$ cat src/rtl/fetch_pkg.sv
// Shared types and constants for the instruction-fetch stage.
// IFETCH_MISALIGN_TRAP_EN adds the FAULT state for misaligned jump/branch targets.
package fetch_pkg;

  localparam int unsigned XLEN_DEF     = 32;
  localparam logic [31:0] INST_NOP     = 32'h0000_0013;
  localparam logic [31:0] RESET_PC_DEF = 32'h0000_0000;

  typedef enum logic [2:0] {
    ST_IDLE,
    ST_REQ,
    ST_WAIT,
`ifdef IFETCH_MISALIGN_TRAP_EN
    ST_HOLD,
    ST_FAULT
`else
    ST_HOLD
`endif
  } fetch_state_t;

endpackage

$ cat src/rtl/next_pc_mux.sv
// Next-PC selection: sequential pc+4 or word-aligned ALU target, plus misalignment detect.
module next_pc_mux
  import fetch_pkg::*;
#(
  parameter int unsigned XLEN = XLEN_DEF
) (
  input  logic [XLEN-1:0] pc,
  input  logic            pc_sel,
  input  logic [XLEN-1:0] alu_result,
  output logic [XLEN-1:0] pc_plus4,
  output logic [XLEN-1:0] next_pc,
  output logic            misaligned
);

  // Sequential successor wraps naturally modulo 2^XLEN.
  assign pc_plus4   = pc + XLEN'(4);
  assign next_pc    = pc_sel ? {alu_result[XLEN-1:2], 2'b00} : pc_plus4;
  assign misaligned = pc_sel & (|alu_result[1:0]);

endmodule

$ cat src/rtl/inst_fetch.sv
// Instruction-fetch stage: owns the PC, fetches one word over req/gnt/rvalid, holds it until retire.
// IFETCH_MISALIGN_TRAP_EN: misaligned taken targets enter a sticky FAULT state instead of being aligned.
module inst_fetch
  import fetch_pkg::*;
#(
  parameter int unsigned     XLEN     = XLEN_DEF,
  parameter logic [XLEN-1:0] RESET_PC = XLEN'(RESET_PC_DEF)
) (
  input  logic            clk,
  input  logic            rst_n,
  output logic            imem_req,
  output logic [XLEN-1:0] imem_addr,
  input  logic            imem_gnt,
  input  logic            imem_rvalid,
  input  logic [31:0]     imem_rdata,
  output logic [31:0]     inst,
  output logic            inst_valid,
  output logic [XLEN-1:0] pc,
  output logic [XLEN-1:0] pc_plus4,
  input  logic            retire,
  input  logic            PCSel,
  input  logic [XLEN-1:0] alu_result,
  output logic            fetch_fault
);

  fetch_state_t    state, state_nxt;
  logic [XLEN-1:0] pc_nxt;
  logic [XLEN-1:0] next_pc;
  logic [31:0]     inst_nxt;
  logic            target_misaligned;

  next_pc_mux #(.XLEN(XLEN)) u_next_pc_mux (
    .pc         (pc),
    .pc_sel     (PCSel),
    .alu_result (alu_result),
    .pc_plus4   (pc_plus4),
    .next_pc    (next_pc),
    .misaligned (target_misaligned)
  );

  assign imem_addr = pc;

  // Next-state, next-PC and instruction capture.
  always_comb begin
    state_nxt = state;
    pc_nxt    = pc;
    inst_nxt  = inst;
    case (state)
      ST_IDLE: state_nxt = ST_REQ;
      ST_REQ:  if (imem_gnt) state_nxt = ST_WAIT;
      ST_WAIT: begin
        if (imem_rvalid) begin
          inst_nxt  = imem_rdata;
          state_nxt = ST_HOLD;
        end
      end
      ST_HOLD: begin
        if (retire) begin
`ifdef IFETCH_MISALIGN_TRAP_EN
          if (target_misaligned) begin
            pc_nxt    = alu_result;
            state_nxt = ST_FAULT;
          end else begin
            pc_nxt    = next_pc;
            state_nxt = ST_REQ;
          end
`else
          pc_nxt    = next_pc;
          state_nxt = ST_REQ;
`endif
        end
      end
`ifdef IFETCH_MISALIGN_TRAP_EN
      ST_FAULT: state_nxt = ST_FAULT;
`endif
      default: state_nxt = ST_IDLE;
    endcase
  end

  // State register; handshake qualifiers are registered copies of the next-state decode.
  always_ff @(posedge clk) begin
    if (!rst_n) begin
      state      <= ST_IDLE;
      pc         <= RESET_PC;
      inst       <= INST_NOP;
      inst_valid <= 1'b0;
      imem_req   <= 1'b0;
    end else begin
      state      <= state_nxt;
      pc         <= pc_nxt;
      inst       <= inst_nxt;
      inst_valid <= (state_nxt == ST_HOLD);
      imem_req   <= (state_nxt == ST_REQ);
    end
  end

`ifdef IFETCH_MISALIGN_TRAP_EN
  always_ff @(posedge clk) begin
    if (!rst_n) fetch_fault <= 1'b0;
    else        fetch_fault <= (state_nxt == ST_FAULT);
  end
`else
  logic unused_misaligned;
  assign unused_misaligned = target_misaligned;
  assign fetch_fault       = 1'b0;
`endif

endmodule

$ cat config.mk
export PLATFORM = sky130hd
export DESIGN_NAME = inst_fetch
export DESIGN_NICKNAME = d
export VERILOG_FILES = /design/src/rtl/fetch_pkg.sv /design/src/rtl/next_pc_mux.sv /design/src/rtl/inst_fetch.sv
export SDC_FILE = /design/constraint.sdc
export NUM_CORES = 1
export LEC_CHECK = 0
export CAP_MARGIN = 0
export CELL_PAD_IN_SITES_DETAIL_PLACEMENT = 0
export CELL_PAD_IN_SITES_GLOBAL_PLACEMENT = 2
export CORE_AREA = 2 2 132 134
export DETAILED_ROUTE_END_ITERATION = 8
export DIE_AREA = 0 0 134 136
export DONT_BUFFER_PORTS = 1
export GPL_TIMING_DRIVEN = 0
export HOLD_SLACK_MARGIN = 0.05
export PLACE_DENSITY = 0.69
export SLEW_MARGIN = 20
export SYNTH_ARGS = -nofsm -noshare
export SYNTH_HDL_FRONTEND = slang
export SYNTH_SLANG_ARGS = --single-unit
$ cat constraint.sdc
create_clock -name clk -period 4.8 [get_ports clk]
set_input_delay 0.96 -clock clk [delete_from_list [all_inputs] [get_ports clk]]
set_output_delay 0.96 -clock clk [all_outputs]
set_load 0.02 [all_outputs]
After elaboration in Yosys (flattened, before gate mapping) --
Cells that the tools add are included.
Word-level totals: word-level logic and storage cells 19, flip-flop bits (word level) 69, input port bits 70, output and inout bits 131
Cells by class: reduce and logical (&&, ||, !) cells 3, $add $sub $neg 1, muxes and demuxes 5, eq/ne operators 5
Operators with widths (number):
- $add 32x3->32 const B | 1
- $mux 32 | 1
- $pmux 3 s4 | 1
- $eq 3x2->1 const B | 3
- $mux 3 | 3
- $eq 3x1->1 const B | 2
- $reduce_and 2->1 | 2
- $logic_not 3->1 | 1

Depth between registers and ports, before layout --
depth in word-level cells 3, mapped depth 7, gate-level depth less buffers 5

Hierarchy --
A second synthesis with hierarchy kept.
Unflattened totals: cell total of the unflattened synthesis 505, area total of the unflattened synthesis 4159.0 um^2
Modules (own cells, without submodules):
- inst_fetch | instances 1, area an instance 3041.7 um^2, cells each 331, seq. area each 1381.3 um^2
- next_pc_mux | instances 1, area an instance 1117.3 um^2, cells each 174, seq. area each 0.0 um^2

Worst setup path after synthesis --
OpenSTA, ideal clock, no wires.
kind register to output, start register pc[2] (netlist: imem_addr[2]), end output port pc_plus4[30], arrival time 2.044 ns, cell stages (with the launch flop) 7, required time 3.840 ns, slack 1.796 ns, cell sequence dfxtp_1 > ha_1 > nand4_1 > nor4_4 > buf_6 > nand4_1 > xnor2_1
Between the ends: longest elaborated chain between the ends 1
Ends and longest elaborated chain:
- start: declaration | line inst_fetch.sv:18 | output logic [XLEN-1:0] pc,
- start signal: assignment | line inst_fetch.sv:90 | pc <= pc_nxt;
- $add 32x3->32 | line next_pc_mux.sv:16 | assign pc_plus4 = pc + XLEN'(4);
- end: declaration | line inst_fetch.sv:19 | output logic [XLEN-1:0] pc_plus4,
No other way between the ends.

Final worst setup path --
start register pc[2] (netlist: imem_addr[2]), end output port pc_plus4[26]
Same word-level chain as after synthesis.

==> flow_summary_export.csv <==
group,metric,value,unit
grt,grt_max_degree,14,
timing,rsz0062_at_grt,"false",
power,ir_drop,0.1484,mV
yosys,synthTopCellsByCount,"nand2_1, dfxtp_1, a21oi_1, buf_4, clkbuf_1",
clock_network,htree_num_levels,3,
yosys,ys_ff_latch,67,
cells_and_area,area_growth,15.33,%
yosys,yosysTopAreaCell,"dfxtp_1",
routing,drtIter0Drc,260,
routing,first_pass_iters,4,
timing,hold_violations,0,
cells_and_area,drive_gt1_share,14.26,%
run,maxCapViolations,0,
clock_network,post_cts_buffers,0,
clock_network,cts_buffers,9,
yosys,syn-cell-area,0.004145,mm²
worst_setup_path,cp_max_fo,8,
worst_setup_path,end_kind,"output pin",
yosys,ys_types,62,
yosys,avgSynthCellArea,7.606,µm²
min_path,worst_hold_path_type,"reg -> reg",
yosys,synth.area.top_cells,"dfxtp_1, nand2_1, buf_4",
routing,wl,16320,µm
grt,grt_pass1_wl,23590,µm
clock_network,cts_root_buf,"clkbuf_16",
timing,period_share,80.45,%
yosys,synth.most_common_cell,"nand2_1",
floorplan,initial_utilization,24.56,%
floorplan,die_w,134,µm
yosys,synthFlopType,"dfxtp_1",
power,p_leak,1.755,nW
yosys,synth_edf_count,0,
cells_and_area,antennaDiodeCount,0,
grt,grt-ovfl-total,0,
grt,grt_pass1_vias,3825,
cells_and_area,area.sequential,0.001341,mm²
timing,slew_headroom,51.21,%
floorplan,rows,48,
cells_and_area,fin_nets,634,
routing,wl_per_cell,20.57,µm
yosys,ys_async_sr_fraction,0,%
power,power_density,290.7,mW/mm²
floorplan,num_io_pins,201,
timing,fmax,0.2590,GHz
worst_setup_path,cp.required,3.84,ns
outcome,status,"completed",
clock_network,clock_sinks,67,
clock_network,ctsResizeCount,0,
floorplan,core,0.01688,mm²
yosys,ys_warn_count,0,
timing,period_minus_slack,3.862,ns
timing,tightest_slew,0.7267,ns
cells_and_area,multi_input_area,0.002287,mm²
grt,grt_antenna_before_repair,0,
clock_network,cts_tree,"built",
timing,fin_skew,0.008783,ns
yosys,syn_inst,545,
placement,place_area,0.004453,mm²
timing,finalSetupViolCount,0,
power,power.total,0.001390,W
yosys,ys_seq_area_share,32.36,%
routing,drcViolationCount,0,
grt,grt_usage,17.21,%
cells_and_area,fin_area,0.004781,mm²
placement,port_buffers,0,
clock_network,clk_pin_slew,0.07,ns
clock_network,hold_buffers,0,
clock_network,cts.path.max_buffers,2,
clock_network,clock_latency,0.34,ns
routing,avgViaCountPerCell,5.102,
worst_setup_path,path_class,"reg -> out",
floorplan,die_height,136,µm
timing,drv_slew,0,
routing,vias,4046,
worst_setup_path,cp.arrival,2.90,ns
worst_setup_path,cp-start-kind,"register",
yosys,synth_top_area_share,32.36,%
cells_and_area,fillers,1859,
timing,fin_tns_setup,0,ns
routing,ant_nets,0,
placement,dp_hpwl,12130,µm
placement,gp_congestion,0.8031,
floorplan,die_area,0.01822,mm²
area by class of cell:
type | instances | share of cell area (%)
inverters | 12 | 0.9422
plain buffers | 87 | 10.42
well taps | 225 | 5.889
multi-input cells | 386 | 47.84
flip-flops and latches | 67 | 28.06
clock inverters | 7 | 2.146
clock buffers | 9 | 4.711
stage by stage:
step / setup slack, ns / hold slack [ns] / instances / util, %
finish: 0.9383 / 0.5195 / 793 / 28.33
global route: 0.7146 / 0.5477 / 793 / 28.33
CTS: 0.8812 / 0.5145 / 793 / 28.33
detailed placement: 1.261 / 0.5078 / 777 / 26.39
global placement: 1.260 / 0.4851 / 777 / 26.39
floorplan: 1.796 / 0.4665 / 552 / -
path summary, 6_finish.rpt:
kind / start / endpoint / slack, ns / cells after the start
max reg2reg: imem_addr[2] / imem_addr[14] / 2.36 / 5
min: state[1] / state[1] / 0.52 / 2
max: imem_addr[2] / pc_plus4[26] / 0.94 / 5
min reg2reg: state[1] / state[1] / 0.52 / 2
worst max-delay path: stages, from the launching register on:
cell and delay (ns):
dfxtp_1 0.60, ha_1 0.37, nand3_1 0.41, nor4_4 0.56, nand3_1 0.16, xnor2_1 0.45
power breakdown:
group	leakage [nW]	total [W]	internal [W]	switching [W]
Combinational	1.06	0.0000797	0.0000237	0.0000560
Sequential	0.541	0.000572	0.000561	0.0000109
Clock	0.156	0.000738	0.000458	0.000280
Total	1.76	0.00139	0.00104	0.000346
flip-flops by register name, summed over array words and instances (netlist names):
signal	flops
inst	32
imem_addr	30
state	3
imem_req	1
inst_valid	1
layer usage:
layer,share of wire (%),global-route usage (%),vias up
met5,0,0,-
met4,2.3,7.151,0
met3,8.4,5.518,21
met2,46,27.95,181
met1,43,21.05,1931
li1,-,-,1913
cell usage in the layout (no fill, tap or decap), types with 10 or more instances in the layout:
cell / n
nand2_1: 98
dfxtp_1: 67
a21oi_1: 40
buf_4: 38
clkbuf_1: 31
nand3_1: 28
nor2_1: 24
xnor2_1: 18
nand4_1: 16
and3_1: 12
inv_1: 12
a31oi_1: 12
nor3_1: 11
buf_2: 10
o21ai_0: 10
cells by family after synthesis:
logic type      after synthesis  synth area share (%)
other cells                   1               0.09047
simple gates                232                 29.31
fa+ha+maj                     1                0.3018
xor+xnor                     27                 5.705
mux                           4                0.9659
flops                        67                 32.36
buf+inv                      99                 13.10
compound gates              114                 18.17
Power figures use the tool's default switching activity.
